## src/rtl/bcd_to_binary_seq.sv

```systemverilog
// rtl/bcd_to_binary_seq.sv - sequential packed-BCD to binary converter (reverse double-dabble)
//
// Purpose:
//   Converts a packed BCD operand into its binary value by shifting {bcd,bin}
//   right one bit per cycle. After each shift, 3 is subtracted from every BCD
//   digit that is 8 or more. One result takes BIN_W shift cycles plus a DONE
//   cycle, and the next start can be accepted in the IDLE cycle after that.
//
// Ports:
//   clk_50MHz  in   1         system clock, rising edge
//   reset      in   1         asynchronous, active-low
//   start      in   1         conversion request, sampled only while idle
//   bcd_in     in   4*DIGITS  packed BCD operand, digit 0 in bits [3:0]
//   bin_out    out  BIN_W     binary result, held until the next completed conversion
//   busy       out  1         high from the cycle after an accepted start through DONE
//   done       out  1         one-cycle completion pulse, bin_out/err valid with it
//   err        out  1         invalid-digit flag, valid with done
//
// Optional feature macro: BCD_CHECK_EN
//   Defined   : any digit > 9 at start gives err=1 and bin_out=0 at done.
//   Undefined : err is tied 0 and invalid digits go through the normal algorithm.

module bcd_to_binary_seq #(
  parameter int DIGITS = 3,
  parameter int BIN_W  = 10
) (
  input  logic                  clk_50MHz,
  input  logic                  reset,
  input  logic                  start,
  input  logic [4*DIGITS-1:0]   bcd_in,
  output logic [BIN_W-1:0]      bin_out,
  output logic                  busy,
  output logic                  done,
  output logic                  err
);

  localparam int BCD_W = 4 * DIGITS;
  localparam int CNT_W = $clog2(BIN_W + 1);
  localparam logic [CNT_W-1:0] LAST_SHIFT = CNT_W'(BIN_W - 1);

  typedef enum logic [1:0] {
    S_IDLE  = 2'd0,
    S_SHIFT = 2'd1,
    S_DONE  = 2'd2
  } state_t;

  state_t             state_q, state_d;
  logic [BCD_W-1:0]   bcd_q, bcd_d;
  logic [BIN_W-1:0]   bin_q, bin_d;
  logic [CNT_W-1:0]   count_q, count_d;
  logic [BIN_W-1:0]   bin_out_q, bin_out_d;
  logic               busy_q, busy_d;
  logic               done_q, done_d;

  // Shift step: datapath for one resolved bit.
  logic [BCD_W-1:0]   bcd_shr;
  logic [BCD_W-1:0]   bcd_adj;
  logic [BIN_W-1:0]   bin_shr;

`ifdef BCD_CHECK_EN
  logic               err_q, err_d;
  logic               bad_q, bad_d;
  logic               bad_in;

  // An operand digit above 9 is recorded when start is accepted and reported at done.
  always_comb begin
    bad_in = 1'b0;
    for (int i = 0; i < DIGITS; i++) begin
      if (bcd_in[4*i +: 4] > 4'd9) begin
        bad_in = 1'b1;
      end
    end
  end
`endif

  always_comb begin
    bcd_shr = bcd_q >> 1;
    bin_shr = {bcd_q[0], bin_q[BIN_W-1:1]};
    bcd_adj = bcd_shr;
    // A shifted digit is >= 8 exactly when its top bit is set. Subtracting 3
    // corrects the 16/2 = 8 that the next digit's LSB brought in to 10/2 = 5.
    for (int i = 0; i < DIGITS; i++) begin
      if (bcd_shr[4*i + 3]) begin
        bcd_adj[4*i +: 4] = bcd_shr[4*i +: 4] - 4'd3;
      end
    end
  end

  always_comb begin
    state_d   = state_q;
    bcd_d     = bcd_q;
    bin_d     = bin_q;
    count_d   = count_q;
    bin_out_d = bin_out_q;
    busy_d    = 1'b0;
    done_d    = 1'b0;
`ifdef BCD_CHECK_EN
    err_d     = 1'b0;
    bad_d     = bad_q;
`endif

    case (state_q)
      S_IDLE: begin
        if (start) begin
          bcd_d   = bcd_in;
          bin_d   = '0;
          count_d = '0;
          busy_d  = 1'b1;
          state_d = S_SHIFT;
`ifdef BCD_CHECK_EN
          bad_d   = bad_in;
`endif
        end
      end

      S_SHIFT: begin
        bcd_d   = bcd_adj;
        bin_d   = bin_shr;
        count_d = count_q + CNT_W'(1);
        busy_d  = 1'b1;
        if (count_q == LAST_SHIFT) begin
          // Capture the final shifted value on entry to DONE. This makes
          // bin_out valid in the same cycle as the done pulse.
          state_d   = S_DONE;
          done_d    = 1'b1;
`ifdef BCD_CHECK_EN
          bin_out_d = bad_q ? '0 : bin_shr;
          err_d     = bad_q;
`else
          bin_out_d = bin_shr;
`endif
        end
      end

      S_DONE: begin
        state_d = S_IDLE;
      end

      default: begin
        state_d = S_IDLE;
      end
    endcase
  end

  always_ff @(posedge clk_50MHz or negedge reset) begin
    if (!reset) begin
      state_q   <= S_IDLE;
      bcd_q     <= '0;
      bin_q     <= '0;
      count_q   <= '0;
      bin_out_q <= '0;
      busy_q    <= 1'b0;
      done_q    <= 1'b0;
`ifdef BCD_CHECK_EN
      err_q     <= 1'b0;
      bad_q     <= 1'b0;
`endif
    end else begin
      state_q   <= state_d;
      bcd_q     <= bcd_d;
      bin_q     <= bin_d;
      count_q   <= count_d;
      bin_out_q <= bin_out_d;
      busy_q    <= busy_d;
      done_q    <= done_d;
`ifdef BCD_CHECK_EN
      err_q     <= err_d;
      bad_q     <= bad_d;
`endif
    end
  end

  assign bin_out = bin_out_q;
  assign busy    = busy_q;
  assign done    = done_q;
`ifdef BCD_CHECK_EN
  assign err     = err_q;
`else
  assign err     = 1'b0;
`endif

endmodule
```

## config.mk

```make
export PLATFORM = sky130hd
export DESIGN_NAME = bcd_to_binary_seq
export DESIGN_NICKNAME = d
export VERILOG_FILES = /design/src/rtl/bcd_to_binary_seq.sv
export SDC_FILE = /design/constraint.sdc
export NUM_CORES = 1
export LEC_CHECK = 0
export BUFFER_PORTS_ARGS = -buffer_cell sky130_fd_sc_hd__clkbuf_2
export CAP_MARGIN = 20
export CORE_UTILIZATION = 45
export DETAILED_ROUTE_END_ITERATION = 6
export PLACE_DENSITY = 0.66
export SLEW_MARGIN = 20
export SYNTH_ARGS = -nofsm -noshare
export SYNTH_HDL_FRONTEND = slang
export SYNTH_SLANG_ARGS = --single-unit
```

## constraint.sdc

```tcl
create_clock -name clk_50MHz -period 3.61 [get_ports clk_50MHz]
set_clock_uncertainty 0.1 [all_clocks]
set_input_delay 0 -clock clk_50MHz [delete_from_list [all_inputs] [get_ports clk_50MHz]]
set_output_delay 0 -clock clk_50MHz [all_outputs]
set_load 0.02 [all_outputs]
```

==> reports/qor.csv <==
stage,metric,value,unit
status,status,"complete, no violations",
job,drv_cap,0,
logic_synthesis,synth_compound_area_share,15.94,%
power,power.total,1.829,mW
clocking,ctsHtreeMaxLevel,2,
clocking,cts-root-buf,clkbuf_8,
route,ant_nets,0,
critical_path,required,3.70,ns
logic_synthesis,synth_common_cells,"dfrtp_1, nand2_1, nor2b_1, mux2_4, a22o_1",
logic_synthesis,synthSimpleGateAreaFrac,10.77,%
clocking,cts_tree,yes,
logic_synthesis,synth_cells,150,
floorplanning,dieWidth,65.06,microns
global_routing,grt_pass1_wl,5775,microns
route,drc,0,
global_routing,grt.total_usage,18.92,%
critical_path,end_kind,flop,
sta,rsz0062_at_grt,no,
floorplanning,io_pins,28,
min_path,holdPathStages,3,
min_path,worstHoldEndpoint,bcd_q[0],
cells_and_area,areaGrowthSynthToFinish,21.40,%
route,wl,3457,microns
global_routing,grt_start_max_net_pins,40,
logic_synthesis,synth_fa_ha_area_share,2.797,%
sta,whs,0.008753,ns
place,io_buffers,26,
clocking,cts_buffers,5,
min_path,hp-class,input port to flop,
logic_synthesis,synth_xor_xnor_area_share,1.958,%
min_path,holdCritStartpoint,bcd_in[0],
critical_path,r2r_setup_slack,1.49,ns
floorplanning,core,3744,sq um
power,p_leak,0.9970,nW
route,firstDrtPassIters,4,
power,power_density,842.0,nW/um^2
global_routing,grt-ovfl-total,0,
clocking,clock_path_buffers,2,
critical_path,cp_max_fo,18,
sta,timing.fmax,472.4,MHz
sta,finalHoldViolCount,0,
critical_path,crit_arrival,2.20,ns
route,vias,1283,
clocking,clock-sinks,39,
critical_path,reg2reg_from,state_q[0],
logic_synthesis,synth_top_area_cell,dfrtp_1,
route,via_per_inst,5.436,
sta,relSlewSlack,37.16,%
floorplanning,dieHeight,65.06,microns
global_routing,grt_pass1_vias,1185,
logic_synthesis,synthTopCellsByArea,"dfrtp_1, mux2_4, a22o_1",
logic_synthesis,yosysMostFrequentCell,dfrtp_1,
critical_path,r2r_cells,3,
cells_and_area,diodes,0,
sta,report.final.slew_viol_count,0,
sta,setup_viol,0,
global_routing,antenna_found_initial,0,
floorplanning,die-area,4232,sq um
logic_synthesis,synth_top_family_by_area,compound AO/OA/AOI/OAI gates,
logic_synthesis,synth_top_area_share,54.55,%
sta,tightest_slew,0.9426,ns
logic_synthesis,synth.avg_cell_area,11.93,sq um
logic_synthesis,yosysSeqAreaShare,54.55,%
critical_path,startpoint_type,flop,
cells_and_area,drive_gt1_share,24.47,%
cells_and_area,fillers,319,
logic_synthesis,ys_async_sr_fraction,100.0,%
clocking,clk_latency,0.30,ns
logic_synthesis,ys_ff_latch,39,
floorplanning,std_cell_rows,22,
route,drtIter0Drc,70,
logic_synthesis,synth_edf_count,0,
place,dp_hpwl,2337,microns
logic_synthesis,netlist_area,1789,sq um
logic_synthesis,muxShareOfSynthArea,8.741,%
sta,final.min_clock_period,2.117,ns
logic_synthesis,yosys.cell_types.count,34,
clocking,path_clk_slew,0.07,ns
floorplanning,start_util,47.79,%
logic_synthesis,yosysWarnings,0,
power,peakVddDrop,0.3661,mV
sta,tns,0,ns
cells_and_area,fin_nets,206,
place,gp_congestion,0.8477,
critical_path,critPathKind,flop to flop,
logic_synthesis,ys.flop_type,dfrtp_1,
logic_synthesis,syn-num-nets,169,
sta,fin_crit_sh,58.63,%
critical_path,regToRegEndpoint,bin_out[0],
clocking,postCtsSetupRepairBufs,0,
route,avgRoutedWirePerCell,14.65,microns
==> final cells by class <==
type | instances | area (sq um) | share of cell area (%)
clock buffer | 6 | 72.57 | 3.341
clock inverter | 2 | 60.06 | 2.765
inverter | 6 | 22.52 | 1.037
multi-input combinational | 96 | 723.2 | 33.29
sequential | 39 | 975.9 | 44.93
tap | 48 | 60.06 | 2.765
timing repair buffer | 39 | 257.7 | 11.87
==> worst max-delay path, stage by stage, from the launching register on <==
cell and delay [ns]:
dfrtp_1 0.70, nand2b_4 0.19, nor3_4 0.61, mux2_2 0.40
==> flip-flops by register name (all words and copies together), names as in the netlist <==
register	count
bcd_q	12
bin_out	10
bin_q	9
busy	1
count_q	4
done	1
state_q	2
==> power by group <==
part	total (mW)	internal (mW)	switching, mW
Combinational	0.614	0.309	0.305
Sequential	0.788	0.616	0.172
Clock	0.426	0.276	0.150
==> worst max-delay path by stage <==
stage                    start         end  slack (ns)  cells past startpoint
finish              state_q[0]  bin_out[0]        1.49                      3
global route        state_q[0]  bin_out[0]        1.35                      3
CTS                 state_q[0]  bin_out[0]        1.50                      3
detailed placement  state_q[0]  bin_out[0]        1.48                      3
global placement    state_q[0]  bin_out[0]        1.56                      3
floorplan           state_q[1]  bin_out[1]        2.05                      5
==> metal layers <==
metal / up-vias / share of wire, % / track usage, %
met5: - / 0 / 0
met4: 0 / 1.6 / 10.60
met3: 5 / 5.1 / 3.697
met2: 38 / 49 / 29.69
met1: 629 / 45 / 24.40
li1: 611 / - / -
==> per-stage QoR <==
| step | worst slack [ns] | util [%] | cells | instance area (sq um) |
|---|---|---|---|---|
| final | 1.493 | 58.02 | 236 | 2172 |
| after global routing | 1.352 | 58.02 | 236 | 2172 |
| after CTS | 1.502 | 58.02 | 236 | 2172 |
| after detailed placement | 1.483 | 51.27 | 216 | 1919 |
| after global placement | 1.557 | 51.27 | 216 | 1919 |
| after floorplan | 2.051 | - | 150 | 1789 |
==> kinds of logic (layout without fill, tap and decap cells) <==
family / count (synthesis) / count (layout)
compound gates: 41 / 41
mux: 11 / 11
simple gates: 35 / 35
other cells: 1 / 1
flops: 39 / 39
xor+xnor: 4 / 4
fa+ha+maj: 4 / 4
buf+inv: 15 / 53
==> repair_timing <==
item / 4_1_cts / 5_1_grt
hold buffers: 12 / 0
gates resized for setup: 0 / 0
endpoints found under the hold margin: 50 / 0
==> placed cells by master, fill, tap and decap left out, types with 3 or more instances in the layout <==
master         instances
a22o_1                 8
o21ai_0                7
dfrtp_1               39
dlygate4sd3_1         12
ha_1                   4
nor2_1                 5
nor2b_1               10
clkbuf_2              26
a22oi_1                3
inv_1                  6
xnor2_1                4
clkbuf_8               5
nand2_1               13
a21oi_1                6
o22ai_1                3
mux2_4                 9
Note: power is estimated with default switching activity, not from simulation.
